$ cat src/rtl/fetch_ctrl.sv
// Fetch-stage sequencer: reset-vector fetch, PC redirects, stall, halt and interrupt entry.
// Drives the PC mux/load/enable, the memory address source, the IR inject select and the IR flush.
module fetch_ctrl #(
  parameter int                ADDR_W    = 8,
  parameter logic [ADDR_W-1:0] RESET_VEC = ADDR_W'(0),
  parameter logic [ADDR_W-1:0] INT_VEC   = ADDR_W'(1)
) (
  input  logic              clk,
  input  logic              rst,
  // external interrupt request; "int" is a reserved word, hence int_req
  input  logic              int_req,
  input  logic              stall,
  input  logic              hlt_dec,
  input  logic              redir_d,
  input  logic              redir_ex,
  input  logic              redir_mem,
  output logic [1:0]        pc_src,
  output logic              pc_load,
  output logic              pc_en,
  output logic              addr_src,
  output logic [ADDR_W-1:0] vec_addr,
  output logic              sf1,
  output logic              flush_IR,
  output logic              int_ack,
  output logic              hlt
);

  typedef enum logic [2:0] {
    S_RVEC,
    S_RUN,
    S_INJ,
    S_IVEC,
    S_HALT
  } state_t;

  localparam logic [1:0] SRC_DATA_OUT = 2'b00;
  localparam logic [1:0] SRC_RB_D     = 2'b01;
  localparam logic [1:0] SRC_I_OUT    = 2'b10;
  localparam logic [1:0] SRC_RB_EX    = 2'b11;

  state_t state;
  state_t state_nxt;
  logic   int_q;
  logic   int_pend;
  logic   int_rise;
  logic   pend_now;

  // An edge seen this very cycle counts as pending so entry is not delayed a cycle.
  assign int_rise = int_req & ~int_q;
  assign pend_now = int_pend | int_rise;

  always_ff @(posedge clk) begin
    if (rst) begin
      state    <= S_RVEC;
      int_q    <= 1'b0;
      int_pend <= 1'b0;
    end else begin
      state    <= state_nxt;
      int_q    <= int_req;
      int_pend <= (state_nxt == S_INJ) ? 1'b0 : (int_pend | int_rise);
    end
  end

  always_comb begin
    state_nxt = state;
    pc_src    = SRC_DATA_OUT;
    pc_load   = 1'b0;
    pc_en     = 1'b0;
    addr_src  = 1'b0;
    vec_addr  = '0;
    sf1       = 1'b0;
    flush_IR  = 1'b0;
    int_ack   = 1'b0;
    hlt       = 1'b0;

    if (rst) begin
      state_nxt = S_RVEC;
      flush_IR  = 1'b1;
    end else begin
      unique case (state)
        S_RVEC: begin
          addr_src  = 1'b1;
          vec_addr  = RESET_VEC;
          pc_src    = SRC_I_OUT;
          pc_load   = 1'b1;
          flush_IR  = 1'b1;
          state_nxt = S_RUN;
        end

        S_RUN: begin
          if (redir_mem) begin
            pc_src   = SRC_DATA_OUT;
            pc_load  = 1'b1;
            flush_IR = 1'b1;
          end else if (redir_ex) begin
            pc_src   = SRC_RB_EX;
            pc_load  = 1'b1;
            flush_IR = 1'b1;
          end else if (redir_d) begin
            pc_src   = SRC_RB_D;
            pc_load  = 1'b1;
            flush_IR = 1'b1;
          end else if (hlt_dec) begin
            flush_IR  = 1'b1;
            state_nxt = S_HALT;
          end else if (stall) begin
            pc_en = 1'b0;
          end else if (pend_now) begin
            // Hold the PC so the injected return address is the next unfetched word.
            state_nxt = S_INJ;
          end else begin
            pc_en = 1'b1;
          end
        end

        S_INJ: begin
          sf1       = 1'b1;
          int_ack   = 1'b1;
          state_nxt = S_IVEC;
        end

        S_IVEC: begin
          addr_src  = 1'b1;
          vec_addr  = INT_VEC;
          pc_src    = SRC_I_OUT;
          pc_load   = 1'b1;
          flush_IR  = 1'b1;
          state_nxt = S_RUN;
        end

        S_HALT: begin
          hlt      = 1'b1;
          flush_IR = 1'b1;
          if (pend_now) state_nxt = S_INJ;
        end

        default: begin
          state_nxt = S_RVEC;
          flush_IR  = 1'b1;
        end
      endcase
    end
  end

endmodule
$ cat config.mk
export PLATFORM = sky130hd
export DESIGN_NAME = fetch_ctrl
export DESIGN_NICKNAME = d
export VERILOG_FILES = /design/src/rtl/fetch_ctrl.sv
export SDC_FILE = /design/constraint.sdc
export NUM_CORES = 1
export LEC_CHECK = 0
export CORE_AREA = 5 5 42 44
export CTS_CLUSTER_SIZE = 24
export DETAILED_ROUTE_END_ITERATION = 12
export DIE_AREA = 0 0 47 49
export DONT_BUFFER_PORTS = 1
export GPL_TIMING_DRIVEN = 0
export SETUP_SLACK_MARGIN = 0.02
export SKIP_LAST_GASP = 1
export SYNTH_ARGS = -nofsm -noshare
export SYNTH_HDL_FRONTEND = slang
export SYNTH_SLANG_ARGS = --single-unit
$ cat constraint.sdc
create_clock -name clk -period 1.2 [get_ports clk]
set_input_delay 0.12 -clock clk [delete_from_list [all_inputs] [get_ports clk]]
set_output_delay 0.12 -clock clk [all_outputs]
set_load 0.005 [all_outputs]
# Word-level counts from Yosys, hierarchy flattened
# Index checks and enable logic that the tools add are counted.
# word_totals
rom_bits	0
ff_bits	5
n_memories	0
latchBits	0
ram_bits	0
wordCells	54
output_inout_bits	17
inputBits	8
# classes
shift	0
n_eq_ne	5
div_mod_pow	0
bitwise_logic	3
mux	40
n_mul	0
n_reduce_logical	3
n_addsub	0
n_lt_le_gt_ge	0
# ops
cell	n
2-to-1 mux 1 bit	26
2-to-1 mux 3 bit	7
one-hot mux 3 bit (4 select lines)	1
equality test 3 x 2 -> 1 bit, second input constant	3
2-to-1 mux 2 bit	3
one-hot mux 1 bit (2 select lines)	2
one-hot mux 2 bit (2 select lines)	1
OR reduction 2 bit	2
equality test 3 x 1 -> 1 bit, second input constant	1
equality test 3 bit, second input constant	1
logical NOT 3 bit	1
AND 1 bit	1
inverter 1 bit	1
OR 1 bit	1

# Depth between registers and ports, before layout
# depth
ltp_word	13
ltp_mapped	5
depth_no_buf	5

# Worst setup path before layout
# OpenSTA, ideal clock, no wires.
# synth_path
kind	register to register
start	register state[1]
end	register int_pend
stages_incl_launch_ff	6
synth_period_minus_slack_ns	1.314
slack_ns	-0.114
required_time_ns	1.067
path_buffers	0
setup_time_ns	0.133
arrival_ns	1.182
path_cell_list	dfxtp_1 -> nand2b_1 -> nor3_4 -> nand3b_1 -> a211oi_2 -> a311oi_1
# synth_between
elab_chain_cells	10
word_cells_on_any_way	16
classes_between	eq/ne (5); mux (8); reduce/logical (3)
# synth_rtl
element	line_no	source
start, declared	41	state_t state;
start signal, assigned	58	state <= state_nxt;
2-to-1 mux 3 bit	108, 134	
2-to-1 mux 3 bit	106	end else if (stall) begin
2-to-1 mux 3 bit	103	end else if (hlt_dec) begin
2-to-1 mux 3 bit	99	end else if (redir_d) begin
2-to-1 mux 3 bit	95	end else if (redir_ex) begin
2-to-1 mux 3 bit	91	if (redir_mem) begin
one-hot mux 3 bit (4 select lines) *	80	unique case (state)
2-to-1 mux 3 bit *	76	if (rst) begin
equality test 3 x 2 -> 1 bit *	60	int_pend <= (state_nxt == S_INJ) ? 1'b0 : (int_pend | int_rise);
OR reduction 2 bit (no line) *	-	
end signal, assigned	60	
end, declared	44	logic int_pend;
# Mark *: on every way between the ends. The rest lies on a longest branch, timed or not.
# A chain may end at the register's enable or synchronous reset.

# Final worst setup path
# layout_path
start	register state[1]
end	output port pc_en
# layout_between
elab_chain_cells	3
# layout_rtl
element	line_no	source
equality test 3 x 1 -> 1 bit	80	
2-to-1 mux 1 bit	80	
2-to-1 mux 1 bit	76	
end, declared	19	output logic pc_en,
# No other way between the ends.

==> impl_metrics.tcl <==
set metrics [dict create \
    status "finished, violations left" \
    failed_checks "negative setup slack" \
    antenna_found_initial 0 \
    rows 14 \
    critPathLaunchType "flip-flop" \
    grt_max_degree 9 \
    vias_per_cell 4.81 \
    powerDensity_nw_per_um2 727 \
    n_fill_cell 138 \
    yosysSeqAreaShare_pct 24.8 \
    vias 433 \
    grt_overflow_total 0 \
    fin_crit_sh_pct 109 \
    cts_tree "built" \
    ant_nets 0 \
    finalSetupViolations 5 \
    hold_viol 0 \
    grt_pass1_wl_mm 1.44 \
    n_antenna_cell 0 \
    drc 0 \
    core_region_area_sq_um 1400 \
    dpl.hpwl_microns 737 \
    yosysWarnings 0 \
    maxCapViolations 0 \
    wl_mm 1.15 \
    design_area_sq_um 658 \
    first_pass_iters 4 \
    p_leak_uw 0.000278 \
    netlist_area_sq_um 404 \
    die_area_sq_um 2300 \
    drive_gt1_share_pct 54.1 \
    postSynthAreaPerCell_sq_um 7.35 \
    clk_pin_slew_ns 0.04 \
    grt_pass1_vias 365 \
    crit_type "reg -> out" \
    nets 83 \
    critPathCaptureType "output port" \
    initial_utilization_pct 28.8 \
    period_needed_ns 1.30 \
    cts_buffers 3 \
    synthCells 55 \
    htreeDepth 1 \
    final_cells 90 \
    synth_cell_types 21 \
    slew_viol_final 0 \
    ys_ff_latch 5 \
    cts.sinks 5 \
    placed_cell_area_sq_um 457 \
    wl_per_cell_microns 12.8 \
    crit_required_ns 1.08 \
    rsz0062_at_grt "true" \
    die_x_microns 47 \
    pre_cts_ws_ns -0.0905 \
    setup_slack_ns -0.105 \
    crit_path_max_fanout 3 \
    finClkSkew_ns 0.00118 \
    final_util_pct 47.0 \
    place.gp.congestion 0.729 \
    critPathArrivalTime_ns 1.18 \
    portBuffers 0 \
    clock_path_buffers 2 \
    io_pins 25 \
    die_h_microns 49 \
    ir_drop_v 0.000314 \
    syn_to_final_growth_pct 62.8 \
    dp.cells 77 \
    multi_input_area_sq_um 345 \
    max_freq_ghz 0.766 \
    worstSkewPairLatency_ns 0.23 \
    grt_usage_pct 8.45 \
    drt_iter0_drc 5 \
    worstHoldPathType "in -> reg" \
    regArea_sq_um 111 \
    root_buffer "clkbuf_4" \
]
[placed cells by master, fill, tap and decap left out]
| cell | n |
|---|---|
| dfxtp_4 | 3 |
| o22ai_1 | 1 |
| or3_4 | 1 |
| o21ai_2 | 1 |
| nor4b_4 | 1 |
| nor3_4 | 2 |
| inv_1 | 4 |
| a311oi_1 | 1 |
| o21ai_0 | 1 |
| buf_4 | 13 |
| a21oi_1 | 2 |
| dfxtp_1 | 2 |
| nor3_2 | 2 |
| nand2b_4 | 2 |
| a22oi_2 | 1 |
| nand3b_1 | 2 |
| dlygate4sd3_1 | 2 |
| nand2_1 | 3 |
| nor2_2 | 3 |
| and3_1 | 1 |
| a211oi_2 | 1 |
| nor2_4 | 2 |
| clkbuf_4 | 3 |
| clkbuf_1 | 1 |
| nand2b_1 | 3 |
| a21oi_2 | 1 |
| o21a_1 | 1 |
| nor2b_1 | 1 |
| nor2_1 | 2 |
| nand2_2 | 1 |
| buf_6 | 2 |
| conb_1 | 7 |
| and3_4 | 1 |
[worst max-delay path, cell delays in order, from the launching register on]
cell	delay, ns
dfxtp_4	0.33
nand2b_4	0.15
nor3_4	0.20
nand2_1	0.09
nor3_2	0.18
[state kept, by name, indices dropped and copies added (netlist names)]
signal and cells:
state 3, int_q 1, int_pend 1
[stage by stage]
stage	setup TNS, ns	hold slack (ns)	power (uW)
after floorplan	0	0.184	248
after global placement	-0.0994	0.190	256
after detailed placement	-0.105	0.188	256
after CTS	-0.562	0.0750	465
after global routing	-0.671	0.0808	516
final	-0.239	0.0783	479
[repair_timing]
action	CTS	global route
buffers inserted	2	5
resized for setup	10	16
hold buffers	2	0
pin swaps	5	11
endpoints found under the setup margin	11	12
hold endpoints to repair	4	0
[power by group]
| part | leakage [uW] | internal, uW | total [uW] | switching (uW) |
|---|---|---|---|---|
| clock | 0.0000150 | 125 | 186 | 61.2 |
| sequential | 0.0000432 | 170 | 178 | 7.95 |
| combinational | 0.000220 | 60.6 | 114 | 53.7 |
| total | 0.000278 | 356 | 479 | 123 |
[cell type report]
| cell class | count | share of cell area, % |
|---|---|---|
| buffer | 8 | 9.13 |
| clock buffer | 4 | 3.99 |
| inverter | 4 | 2.28 |
| multi-input combinational | 44 | 52.5 |
| sequential | 5 | 16.9 |
| tap | 16 | 3.04 |
| timing repair buffer | 9 | 12.2 |
[routing by layer]
metal | part of all wire, % | up-vias | GRT usage (%)
li1 | - | 214 | -
met1 | 33 | 194 | 9.01
met2 | 54 | 23 | 13.6
met3 | 11 | 2 | 3.69
met4 | 1.4 | 0 | 4.15
met5 | 0 | - | 0
[cells in the mapped netlist]
cell type | instances | area [sq um]
a211oi_2 | 1 | 12.5
a21oi_1 | 3 | 15.0
a22oi_1 | 1 | 7.51
a311oi_1 | 1 | 8.76
and3_1 | 2 | 12.5
buf_4 | 8 | 60.1
conb_1 | 1 | 3.75
dfxtp_1 | 5 | 100
inv_1 | 4 | 15.0
nand2_1 | 4 | 15.0
nand2b_1 | 5 | 31.3
nand3b_1 | 2 | 15.0
nor2_1 | 7 | 26.3
nor2b_1 | 1 | 6.26
nor3_1 | 3 | 15.0
nor3_4 | 1 | 16.3
nor4b_1 | 1 | 8.76
o21a_1 | 1 | 7.51
o21ai_0 | 2 | 10.0
o22ai_1 | 1 | 6.26
or3_4 | 1 | 11.3
[cell families (layout without fill, tap and decap cells)]
family,count (synthesis),in the layout,synth area share [%]
AO/OA/AOI/OAI,10,10,16.7
buffers and inverters,12,25,18.6
flip-flops,5,5,24.8
other,1,7,0.928
AND/OR/NAND/NOR,27,27,39.0
[path summary, 6_finish.rpt]
path             from  endpoint  slack [ns]  cells past startpoint
max          state[1]     pc_en       -0.10                      4
min               rst  state[0]        0.08                      3
max reg2reg  state[1]  int_pend       -0.04                      5
min reg2reg  state[2]  state[0]        0.61                      3
Power figures use the tool's default switching activity.
